## config.mk

```make
export PLATFORM = sky130hd
export DESIGN_NAME = elevator_call_latch
export DESIGN_NICKNAME = d
export VERILOG_FILES = /design/src/rtl/elevator_pkg.sv /design/src/rtl/btn_debounce.sv /design/src/rtl/elevator_call_latch.sv
export SDC_FILE = /design/constraint.sdc
export NUM_CORES = 1
export LEC_CHECK = 0
export BUFFER_PORTS_ARGS = -buffer_cell sky130_fd_sc_hd__buf_2
export CAP_MARGIN = 0
export CELL_PAD_IN_SITES_DETAIL_PLACEMENT = 0
export CELL_PAD_IN_SITES_GLOBAL_PLACEMENT = 1
export CORE_MARGIN = 1
export CORE_UTILIZATION = 40
export DETAILED_ROUTE_END_ITERATION = 8
export MAX_ROUTING_LAYER = met4
export PLACE_DENSITY = 0.78
export REMOVE_ABC_BUFFERS = 1
export SLEW_MARGIN = 30
export SYNTH_ARGS = -nofsm -noshare
export SYNTH_HDL_FRONTEND = slang
export SYNTH_SLANG_ARGS = --single-unit
export TNS_END_PERCENT = 20
```

## constraint.sdc

```tcl
create_clock -name clk -period 3.3 [get_ports clk]
set_input_delay 0.495 -clock clk [delete_from_list [all_inputs] [get_ports clk]]
set_output_delay 0.495 -clock clk [all_outputs]
set_load 0.01 [all_outputs]
```

## src/rtl/elevator_pkg.sv

```systemverilog
// Shared types and defaults for the elevator request front end.
// Direction encoding matches the controller's direction output.
package elevator_pkg;

  localparam int DEF_N_FLOORS        = 4;
  localparam int DEF_FLOOR_BITS      = 2;
  localparam int DEF_DEBOUNCE_CYCLES = 4;

  localparam logic DIR_UP   = 1'b1;
  localparam logic DIR_DOWN = 1'b0;

  typedef enum logic [1:0] {
    IDLE,
    ARMING,
    HELD,
    RELEASING
  } db_state_e;

endpackage

```

## src/rtl/btn_debounce.sv

```systemverilog
// Single push-button path: two-flop synchroniser, debounce FSM,
// registered one-cycle press pulse per accepted press.
module btn_debounce
  import elevator_pkg::*;
#(
  parameter int DEBOUNCE_CYCLES = DEF_DEBOUNCE_CYCLES
) (
  input  logic clk,
  input  logic rst_n,
  input  logic btn,
  output logic press_pulse
);

  localparam int CW = $clog2(DEBOUNCE_CYCLES + 1);
  localparam logic [CW-1:0] CNT_LAST = CW'(DEBOUNCE_CYCLES - 1);

  logic          sync1_q;
  logic          s_q;
  db_state_e     state_q, state_d;
  logic [CW-1:0] cnt_q, cnt_d;
  logic          pulse_q, pulse_d;

  always_comb begin
    state_d = state_q;
    cnt_d   = cnt_q;
    pulse_d = 1'b0;
    unique case (state_q)
      IDLE: begin
        if (s_q) begin
          state_d = ARMING;
          cnt_d   = CW'(1);
        end
      end
      ARMING: begin
        if (!s_q) begin
          state_d = IDLE;
          cnt_d   = '0;
        end else if (cnt_q == CNT_LAST) begin
          state_d = HELD;
          cnt_d   = '0;
          pulse_d = 1'b1;
        end else begin
          cnt_d = cnt_q + CW'(1);
        end
      end
      HELD: begin
        if (!s_q) begin
          state_d = RELEASING;
          cnt_d   = CW'(1);
        end
      end
      RELEASING: begin
        if (s_q) begin
          state_d = HELD;
          cnt_d   = '0;
        end else if (cnt_q == CNT_LAST) begin
          state_d = IDLE;
          cnt_d   = '0;
        end else begin
          cnt_d = cnt_q + CW'(1);
        end
      end
      default: begin
        state_d = IDLE;
        cnt_d   = '0;
      end
    endcase
  end

  always_ff @(posedge clk or negedge rst_n) begin
    if (!rst_n) begin
      sync1_q <= 1'b0;
      s_q     <= 1'b0;
      state_q <= IDLE;
      cnt_q   <= '0;
      pulse_q <= 1'b0;
    end else begin
      sync1_q <= btn;
      s_q     <= sync1_q;
      state_q <= state_d;
      cnt_q   <= cnt_d;
      pulse_q <= pulse_d;
    end
  end

  assign press_pulse = pulse_q;

endmodule

```

## src/rtl/elevator_call_latch.sv

```systemverilog
// Debounces car/hall buttons and latches pending requests until the
// controller opens the door at that floor in the matching direction.
module elevator_call_latch
  import elevator_pkg::*;
#(
  parameter int N_FLOORS        = DEF_N_FLOORS,
  parameter int FLOOR_BITS      = DEF_FLOOR_BITS,
  parameter int DEBOUNCE_CYCLES = DEF_DEBOUNCE_CYCLES
) (
  input  logic                  clk,
  input  logic                  rst_n,
  input  logic [N_FLOORS-1:0]   btn_inside,
  input  logic [N_FLOORS-1:0]   btn_up,
  input  logic [N_FLOORS-1:0]   btn_down,
  input  logic [FLOOR_BITS-1:0] current_floor,
  input  logic                  door_open,
  input  logic                  direction,
  output logic [N_FLOORS-1:0]   inside_req,
  output logic [N_FLOORS-1:0]   up_call,
  output logic [N_FLOORS-1:0]   down_call,
  output logic                  any_pending
);

  logic [N_FLOORS-1:0] in_set, up_set, dn_set;
  logic [N_FLOORS-1:0] at_f;
  logic [N_FLOORS-1:0] inside_q, inside_d;
  logic [N_FLOORS-1:0] up_q, up_d;
  logic [N_FLOORS-1:0] down_q, down_d;
  logic                any_q, any_d;

  // No up button on the top floor, no down button on the ground floor
  logic unused_btn;
  assign unused_btn = btn_up[N_FLOORS-1] ^ btn_down[0];

  for (genvar f = 0; f < N_FLOORS; f++) begin : g_floor
    btn_debounce #(.DEBOUNCE_CYCLES(DEBOUNCE_CYCLES)) u_in (
      .clk(clk), .rst_n(rst_n),
      .btn(btn_inside[f]), .press_pulse(in_set[f])
    );
    if (f < N_FLOORS - 1) begin : g_up
      btn_debounce #(.DEBOUNCE_CYCLES(DEBOUNCE_CYCLES)) u_up (
        .clk(clk), .rst_n(rst_n),
        .btn(btn_up[f]), .press_pulse(up_set[f])
      );
    end else begin : g_up_off
      assign up_set[f] = 1'b0;
    end
    if (f > 0) begin : g_dn
      btn_debounce #(.DEBOUNCE_CYCLES(DEBOUNCE_CYCLES)) u_dn (
        .clk(clk), .rst_n(rst_n),
        .btn(btn_down[f]), .press_pulse(dn_set[f])
      );
    end else begin : g_dn_off
      assign dn_set[f] = 1'b0;
    end
  end

  always_comb begin
    at_f = '0;
    for (int f = 0; f < N_FLOORS; f++) begin
      at_f[f] = door_open && (current_floor == FLOOR_BITS'(f));
    end
    inside_d = (inside_q | in_set) & ~at_f;
    up_d     = (up_q | up_set)
             & ~(at_f & {N_FLOORS{direction == DIR_UP}});
    down_d   = (down_q | dn_set)
             & ~(at_f & {N_FLOORS{direction == DIR_DOWN}});
    any_d    = |{inside_d, up_d, down_d};
  end

  always_ff @(posedge clk or negedge rst_n) begin
    if (!rst_n) begin
      inside_q <= '0;
      up_q     <= '0;
      down_q   <= '0;
      any_q    <= 1'b0;
    end else begin
      inside_q <= inside_d;
      up_q     <= up_d;
      down_q   <= down_d;
      any_q    <= any_d;
    end
  end

  assign inside_req  = inside_q;
  assign up_call     = up_q;
  assign down_call   = down_q;
  assign any_pending = any_q;

endmodule

```

==> results.txt, run 1 <==
outcome: finished clean
final antenna-violating net count: 0
Distinct cells, synth: 30
multi-input logic area: 0.00121 sq mm
Max Slew Vio Count: 0
fill count: 768
chip height: 96.2 um
dpl ws: 1.77 ns
drc violations: 0
CP max stage cell: dfrtp_1
Final nets: 352
Worst Slack Setup Final: 1.90 ns
commonest non-fill, non-tap cell in the layout: dfrtp_1
number of H-tree levels: 3
# rows: 33
Min Hold Slack: 0.232 ns
TritonRoute pass-1 iters: 4
Die W: 96.2 um
CP Launch Type: flip-flop
Fin. Hold Viols: 0
Pwr Density: 823 mW/mm^2
post-layout util: 48.0%
Rel. slew slack: 46.6%
all-layer global routing usage: 14.3%
CP bufs+invs: 1
worst hold path type: input port to asynchronous set/reset pin
Starting DRT DRC Count: 103
max-cap viol count: 0
Avg Cell Area, Syn: 12.5 sq um
routed vias/inst: 4.88
minimum clock period: 1.40 ns
cts bufs inserted: 9
worst-path fanout max: 2
layout cells sized above 1: 17.6%
GRT Residual Overflow: 0
crit-path cells: buf_2
CTS tree: done
Port Buffers: 28
Clk pin slew, worst setup/hold paths: 0.09 ns
GPL Wtd Cong: 0.742
Root Buffer: clkbuf_8
commonest cells after routing, fill and taps aside: dfrtp_1, nand2_1, buf_2
initial antenna violation count: 0
Initial Utilization: 42.3%
RSZ-0062 raised after global routing: no
post-synthesis register bit count: 93
via count: 2118
setup violators final: 0
IO Count: 31
Seq/Total Area, Yosys: 65.6%
Post-Syn Area: 0.00355 sq mm
first-pass GRT wire length: 9600 um
critical path class: flip-flop to output port
Routed WL per cell: 12.7 um
Register Area: 0.00233 sq mm
fmax: 716 MHz
Clk Latency, worst-skew pair: 0.34 ns
CTS Buffer Depth: 2
Critical Path RT: 2.80 ns
Layout Area Growth over Synthesis: 13.5%
actual slew at the worst max-slew pin: 0.801 ns
Top delay family on crit path: flip-flops
Worst Clk Skew: 0.00837 ns
number of synthesis warnings: 0
vias in the first global route: 2180
Setup Fix Bufs, Post-CTS: 0
leak pwr: 0.00189 uW
Peak VDD IR: 0.363 mV
Post-Syn Instances: 284
CP endpoint kind: output port
hpwl dp: 3850 um
Max stage delay on crit path: 0.41 ns
number of gates resized after cts: 0
CTS hold repair buffers: 0
CTS sink cnt: 93
Setup Total Neg Slack: 0 ns
final worst-path cycle share: 42.3%
antenna cells: 0
critical path arrival: 0.90 ns
largest net degree at the start of global routing: 67
Total Wirelength: 5520 um
core area: 0.00838 sq mm
die area: 0.00924 sq mm
-- synthesized netlist by cell type --
library cell | instances | area, sq um
o21a_1 | 15 | 113
nor4_1 | 2 | 12.5
o22ai_1 | 1 | 6.26
a21boi_0 | 1 | 7.51
mux2_2 | 9 | 101
nand4b_1 | 2 | 17.5
and2b_1 | 1 | 7.51
dfrtp_1 | 93 | 2330
a21oi_1 | 10 | 50.1
nand3_1 | 5 | 25.0
xnor2_1 | 2 | 17.5
nor2b_2 | 1 | 8.76
o21ai_1 | 1 | 5.00
and2_1 | 11 | 68.8
nand2b_1 | 7 | 43.8
nand3b_1 | 4 | 30.0
inv_1 | 1 | 3.75
buf_4 | 1 | 7.51
mux2i_1 | 1 | 10.0
o21ai_0 | 18 | 90.1
nor2_1 | 25 | 93.8
xor2_1 | 9 | 78.8
nor2b_1 | 11 | 68.8
o32a_1 | 1 | 10.0
nor3b_1 | 9 | 67.6
nor4_2 | 1 | 12.5
nand2_1 | 27 | 101
and2b_4 | 1 | 10.0
a31oi_1 | 4 | 25.0
ha_1 | 10 | 125
-- metal layers --
metal,up-vias,part of all wire [%],GRT usage (%)
met4,0,1.3,5.97
li1,1049,-,-
met5,-,0,-
met3,10,5.4,4.42
met1,1032,47,17.8
met2,27,47,21.5
-- stage by stage --
stage / power (uW) / area [sq um] / cells
CTS: 3350 / 4030 / 434
global route: 3570 / 4030 / 434
finish: 3310 / 4030 / 434
floorplan: 2320 / 3540 / 283
global placement: 2540 / 3830 / 418
detailed placement: 2600 / 3830 / 418
-- worst paths after layout --
check,cells past startpoint,slack [ns],end,from
worst max-delay path,1,1.90,up_call[1],up_call[1]
worst min-delay path,1,0.23,g_floor[2].g_up.u_up.cnt_q[0],rst_n
worst max register to register,4,1.96,flip-flop,g_floor[0].g_up.u_up.cnt_q[0]
worst min register to register,0,0.35,g_floor[0].g_up.u_up.s_q,g_floor[0].g_up.u_up.sync1_q
max in group asynchronous,2,2.34,up_call[0],rst_n
min in group clk,1,0.25,g_floor[3].g_dn.u_dn.sync1_q,btn_down[3]
-- kinds of logic (layout without fill, tap and decap cells) --
group | after synthesis | count (layout) | share of synthesized area [%]
muxes | 10 | 10 | 3.14
AOI/OAI and AO/OA | 51 | 51 | 8.65
xor gates and xnor gates | 11 | 11 | 2.72
buffers and inverters | 2 | 47 | 0.318
and+or+nand+nor | 107 | 107 | 16.0
DFF | 93 | 93 | 65.6
adders and majority gates | 10 | 10 | 3.53
-- area by class of cell --
class,count,area share [%]
timing repair buffer,30,3.92
clock inverter,6,1.52
tap,105,3.26
sequential,93,57.8
clock buffer,10,3.42
multi-input combinational,189,30.0
inverter,1,0.0932
-- where the power goes --
part | total (uW) | internal (uW) | switching, uW
clock | 749 | 370 | 380
combinational | 876 | 423 | 454
sequential | 1690 | 1440 | 248
total | 3310 | 2230 | 1080
Power figures use the tool's default switching activity.
==> inputs of run 2 (changes only) <==
clock period = 1.4 ns   (was 3.3 ns; I/O delays follow)
==> run 2 against run 1 <==
  * Total power up 150%
  * Critical path depth up 3
  * Register-to-register slack worse by 1.9 ns
  * Wire length down 0.60%
  * Combinational power up 140%
  * Final cell count up 2.1%
  * Sequential share of layout area down 2.3 points
  * Clock skew up 0.0042 ns
==> results.txt, run 2 (synthesis results as in run 1) <==
Clk pin slew, worst setup/hold paths: 0.08 ns (was 0.09 ns)
largest net degree at the start of global routing: 94 (was 67)
leak pwr: 0.00196 uW (was 0.00189 uW)
Peak VDD IR: 0.892 mV (was 0.363 mV)
GPL Wtd Cong: 0.689 (was 0.742)
CP Launch Type: flip-flop (unchanged)
vias in the first global route: 2180 (unchanged)
max-cap viol count: 0 (unchanged)
Root Buffer: clkbuf_8 (unchanged)
chip height: 96.2 um (unchanged)
Layout Area Growth over Synthesis: 18.3% (was 13.5%)
Total Wirelength: 5490 um (was 5520 um)
Non-Filler Instances: 443 (was 434)
Setup Fix Bufs, Post-CTS: 0 (unchanged)
all-layer global routing usage: 13.9% (was 14.3%)
Setup Total Neg Slack: 0 ns (unchanged)
critical path class: flip-flop to flip-flop (was flip-flop to output port)
Top delay family on crit path: flip-flops (unchanged)
outcome: finished clean (unchanged)
cts bufs inserted: 9 (unchanged)
number of H-tree levels: 3 (unchanged)
Die W: 96.2 um (unchanged)
CTS sink cnt: 93 (unchanged)
CP bufs+invs: 0 (was 1)
first-pass GRT wire length: 9380 um (was 9600 um)
Worst Clk Skew: 0.0126 ns (was 0.00837 ns)
Starting DRT DRC Count: 62 (was 103)
Initial Utilization: 42.3% (unchanged)
GRT Residual Overflow: 0 (unchanged)
Max Slew Vio Count: 0 (unchanged)
layout cells sized above 1: 17.2% (was 17.6%)
CTS Buffer Depth: 2 (unchanged)
initial antenna violation count: 0 (unchanged)
core area: 0.00838 sq mm (unchanged)
RSZ-0062 raised after global routing: no (unchanged)
final worst-path cycle share: 95.5%
post-layout util: 50.0% (was 48.0%)
crit-path cells: ha_1 > nor2b_1 > nand2_1 > mux2_2 (was buf_2)
via count: 2137 (was 2118)
CP max stage cell: dfrtp_1 (unchanged)
Max stage delay on crit path: 0.41 ns (about the same)
Final nets: 362 (was 352)
Routed WL per cell: 12.4 um (was 12.7 um)
commonest non-fill, non-tap cell in the layout: dfrtp_1 (unchanged)
critical path arrival: 1.57 ns (was 0.90 ns)
routed vias/inst: 4.82 (was 4.88)
commonest cells after routing, fill and taps aside: dfrtp_1, nand2_1, buf_2 (unchanged)
drc violations: 0 (unchanged)
Worst Slack Setup Final: 0.0629 ns (was 1.90 ns)
Fin. Hold Viols: 0 (unchanged)
Critical Path RT: 1.63 ns (was 2.80 ns)
Pwr Density: 1950 mW/mm^2 (was 823 mW/mm^2)
fmax: 748 MHz
worst hold path type: input port to flip-flop (was input port to asynchronous set/reset pin)
dpl ws: 0.0661 ns (was 1.77 ns)
IO Count: 31 (unchanged)
antenna cells: 0 (unchanged)
Rel. slew slack: 68.4% (was 46.6%)
CP endpoint kind: flip-flop (was output port)
die area: 0.00924 sq mm (unchanged)
setup violators final: 0 (unchanged)
TritonRoute pass-1 iters: 4 (unchanged)
Port Buffers: 28 (unchanged)
dpl cells: 417 (was 418)
hpwl dp: 3770 um (was 3850 um)
worst-path fanout max: 3 (was 2)
CTS tree: done (unchanged)
# rows: 33 (unchanged)
final antenna-violating net count: 0 (unchanged)
Clk Latency, worst-skew pair: 0.34 ns (about the same)
minimum clock period: 1.34 ns
actual slew at the worst max-slew pin: 0.473 ns (was 0.801 ns)
## run 2: power breakdown
part	switching, uW	internal (uW)
clock network	858	1270
logic	1080	1020
registers	566	3390
## run 2: per-layer routing
metal	GRT usage (%)	vias up	share of wire [%]
met1	17.6	1033	49
met5	-	-	0
met2	21.0	24	46
met4	6.34	0	1.5
li1	-	1074	-
met3	3.79	6	4.2
## run 2: timing repair
action / in CTS / in global routing
gates resized for setup: 0 / 2
endpoints found under the setup margin: 0 / 1
hold endpoints to repair: 103 / 0
hold buffers: 11 / 0
## run 2: layout make-up
class                      count  area (sq um)
fill                         755          4190
inverter                       1          3.75
tap                          105           131
multi-input combinational    189          1210
sequential                    93          2330
clock inverter                 4          95.1
timing repair buffer          40           273
clock buffer                  11           151
## run 2: path summary, 6_finish.rpt
check,from,slack [ns],endpoint,cells after the start
worst max register to register,g_floor[1].g_up.u_up.cnt_q[0],0.06,flip-flop,4
max in group asynchronous,rst_n,0.59,asynchronous set/reset pin,3
min in group asynchronous,rst_n,0.43,g_floor[2].g_up.u_up.sync1_q,3
worst max-delay path,g_floor[1].g_up.u_up.cnt_q[0],0.06,flip-flop,4
worst min-delay path,direction,0.11,up_call[1],2
worst min register to register,g_floor[1].g_dn.u_dn.sync1_q,0.35,g_floor[1].g_dn.u_dn.s_q,0
## run 2: per-stage QoR
| step | area [sq um] | total power [uW] | hold WS (ns) |
|---|---|---|---|
| 2_1_floorplan | 3540 | 5460 | -0.0856 |
| 3_3_place_gp | 3830 | 5980 | 0.296 |
| 3_5_place_dp | 3830 | 6130 | 0.299 |
| 4_1_cts | 4190 | 8300 | 0.101 |
| 5_1_grt | 4190 | 8810 | 0.123 |
| 6_report | 4190 | 8190 | 0.115 |
## run 2: worst register-to-register path: cells and delay by family (launching register included)
kind	cells	cell delay, ns
flops	1	0.41
mux	1	0.34
simple gates	2	0.26
fa+ha+maj	1	0.22
==> inputs of run 3 (changes only) <==
CORE_UTILIZATION = 47   (was 40)
HOLD_SLACK_MARGIN = 0.02   (was unset)
PLACE_DENSITY = 0.88   (was 0.78)
==> run 3 against run 2 <==
  * Sequential power about the same
  * Non-clock buffer count up 2
  * Fmax down 0.76%
  * Final area down 2.0%
  * Worst setup slack worse by 0.010 ns
  * Flip-flop and latch count unchanged
  * Register-to-register slack about the same
  * Count of clock-buffer cells in the layout up 1
  * Clock power down 31%
  * Critical path type unchanged
  * Highest routed layer unchanged
==> results.txt, run 3 (synthesis results as in run 1) <==
chip height: 88.9 um (was 96.2 um)
all-layer global routing usage: 16.8% (was 13.9%)
leak pwr: 0.00192 uW (was 0.00196 uW)
CP endpoint kind: flip-flop (unchanged)
Max Slew Vio Count: 0 (unchanged)
Critical Path RT: 1.64 ns (was 1.63 ns)
critical path arrival: 1.58 ns (was 1.57 ns)
worst-path fanout max: 3 (unchanged)
critical path class: flip-flop to flip-flop (unchanged)
Clk Latency, worst-skew pair: 0.35 ns (was 0.34 ns)
Fin. Hold Viols: 0 (unchanged)
minimum clock period: 1.35 ns (was 1.34 ns)
Initial Utilization: 48.6% (was 42.3%)
post-layout util: 56.4% (was 50.0%)
vias in the first global route: 2044 (was 2180)
first-pass GRT wire length: 9430 um (was 9380 um)
Clk pin slew, worst setup/hold paths: 0.08 ns (about the same)
initial antenna violation count: 0 (unchanged)
power after layout: 7560 uW (was 8190 uW)
actual slew at the worst max-slew pin: 0.457 ns (was 0.473 ns)
hpwl dp: 4000 um (was 3770 um)
Die W: 88.9 um (was 96.2 um)
commonest cells after routing, fill and taps aside: dfrtp_1, nand2_1, buf_2 (unchanged)
Metal-1 WL: 2720 um (was 2670 um)
drc violations: 0 (unchanged)
final worst-path cycle share: 96.2% (was 95.5%)
commonest non-fill, non-tap cell in the layout: dfrtp_1 (unchanged)
max-cap viol count: 0 (unchanged)
Root Buffer: clkbuf_8 (unchanged)
R2R setup slack: 0.05 ns (was 0.06 ns)
met3 WL post-DR: 206 um (was 231 um)
layout cells sized above 1: 15.9% (was 17.2%)
R2R depth: 4 (unchanged)
multi-input logic area: 0.00121 sq mm (about the same)
Routed WL per cell: 13.0 um (was 12.4 um)
Rel. slew slack: 69.3% (was 68.4%)
CP Launch Type: flip-flop (unchanged)
RSZ-0062 raised after global routing: no (unchanged)
die area: 0.00790 sq mm (was 0.00924 sq mm)
CTS sink cnt: 93 (unchanged)
GPL Wtd Cong: 0.826 (was 0.689)
Setup Fix Bufs, Post-CTS: 0 (unchanged)
CTS Buffer Depth: 2 (unchanged)
Peak VDD IR: 0.870 mV (was 0.892 mV)
routed vias/inst: 4.97 (was 4.82)
via count: 2179 (was 2137)
Setup Total Neg Slack: 0 ns (unchanged)
CTS tree: done (unchanged)
Pwr Density: 1840 mW/mm^2 (was 1950 mW/mm^2)
fill count: 662 (was 755)
number of H-tree levels: 3 (unchanged)
outcome: finished clean (unchanged)
worst hold path type: input port to flip-flop (unchanged)
Port Buffers: 28 (unchanged)
Total Wirelength: 5690 um (was 5490 um)
Register Area: 0.00233 sq mm (unchanged)
metal2 WL: 2670 um (was 2510 um)
number of gates resized after cts: 0 (unchanged)
Worst Clk Skew: 0.00387 ns (was 0.0126 ns)
setup violators final: 0 (unchanged)
TritonRoute pass-1 iters: 4 (unchanged)
launch point of the worst path: g_floor[0].g_up.u_up.cnt_q[0] (was g_floor[1].g_up.u_up.cnt_q[0])
R2R Path Start: g_floor[0].g_up.u_up.cnt_q[0] (was g_floor[1].g_up.u_up.cnt_q[0])
Final nets: 364 (was 362)
# rows: 31 (was 33)
fmax: 742 MHz (was 748 MHz)
Starting DRT DRC Count: 152 (was 62)
final antenna-violating net count: 0 (unchanged)
IO Count: 31 (unchanged)
CTS hold repair buffers: 11 (unchanged)
highest metal used: met4 (unchanged)
antenna cells: 0 (unchanged)
GRT Residual Overflow: 0 (unchanged)
Min Hold Slack: 0.116 ns (was 0.115 ns)
cts bufs inserted: 9 (unchanged)
largest net degree at the start of global routing: 33 (was 94)
core area: 0.00729 sq mm (was 0.00838 sq mm)
Layout Area Growth over Synthesis: 15.9% (was 18.3%)
==> run 3: worst min path at each step <==
stage,startpoint,to,slack [ns],cells past startpoint
finish,direction,up_call[1],0.12,2
floorplan,rst_n,asynchronous set/reset pin,-0.09,0
detailed placement,rst_n,g_floor[1].u_in.cnt_q[1],0.16,1
global route,direction,up_call[1],0.09,2
CTS,direction,up_call[1],0.10,2
global placement,rst_n,g_floor[1].u_in.cnt_q[2],0.15,1
==> run 3: critical path: stages, from the launching register on <==
cell,delay [ns]
dfrtp_1,0.41
ha_1,0.22
nor2b_1,0.15
nand2_1,0.12
mux2_2,0.34
==> run 3: report_power, final <==
part	switching (uW)	internal, uW
clock	839	626
sequential	589	3400
combinational	1080	1030
total	2510	5050
==> run 3: final cells by class <==
cell class / count / share of cell area (%)
clock buffers: 12 / 3.29
clock inverters: 2 / 0.304
inverters: 1 / 0.0913
multi-input cells: 189 / 29.4
flip-flops and latches: 93 / 56.6
well taps: 99 / 3.01
repair buffers: 42 / 7.31
==> run 3: metrics by stage <==
step | std cells | cell area, sq um | setup slack [ns]
2_1_floorplan | 283 | 3540 | 0.164
3_3_place_gp | 413 | 3850 | 0.113
3_5_place_dp | 413 | 3850 | 0.0784
4_1_cts | 438 | 4110 | 0.0596
5_1_grt | 438 | 4110 | 0.000257
6_report | 438 | 4110 | 0.0527
==> run 3: metal layers <==
| layer | GRT usage [%] | vias up |
|---|---|---|
| li1 | - | 1070 |
| met1 | 21.1 | 1064 |
| met2 | 25.1 | 36 |
| met3 | 5.50 | 9 |
| met4 | 6.89 | 0 |
| met5 | - | - |
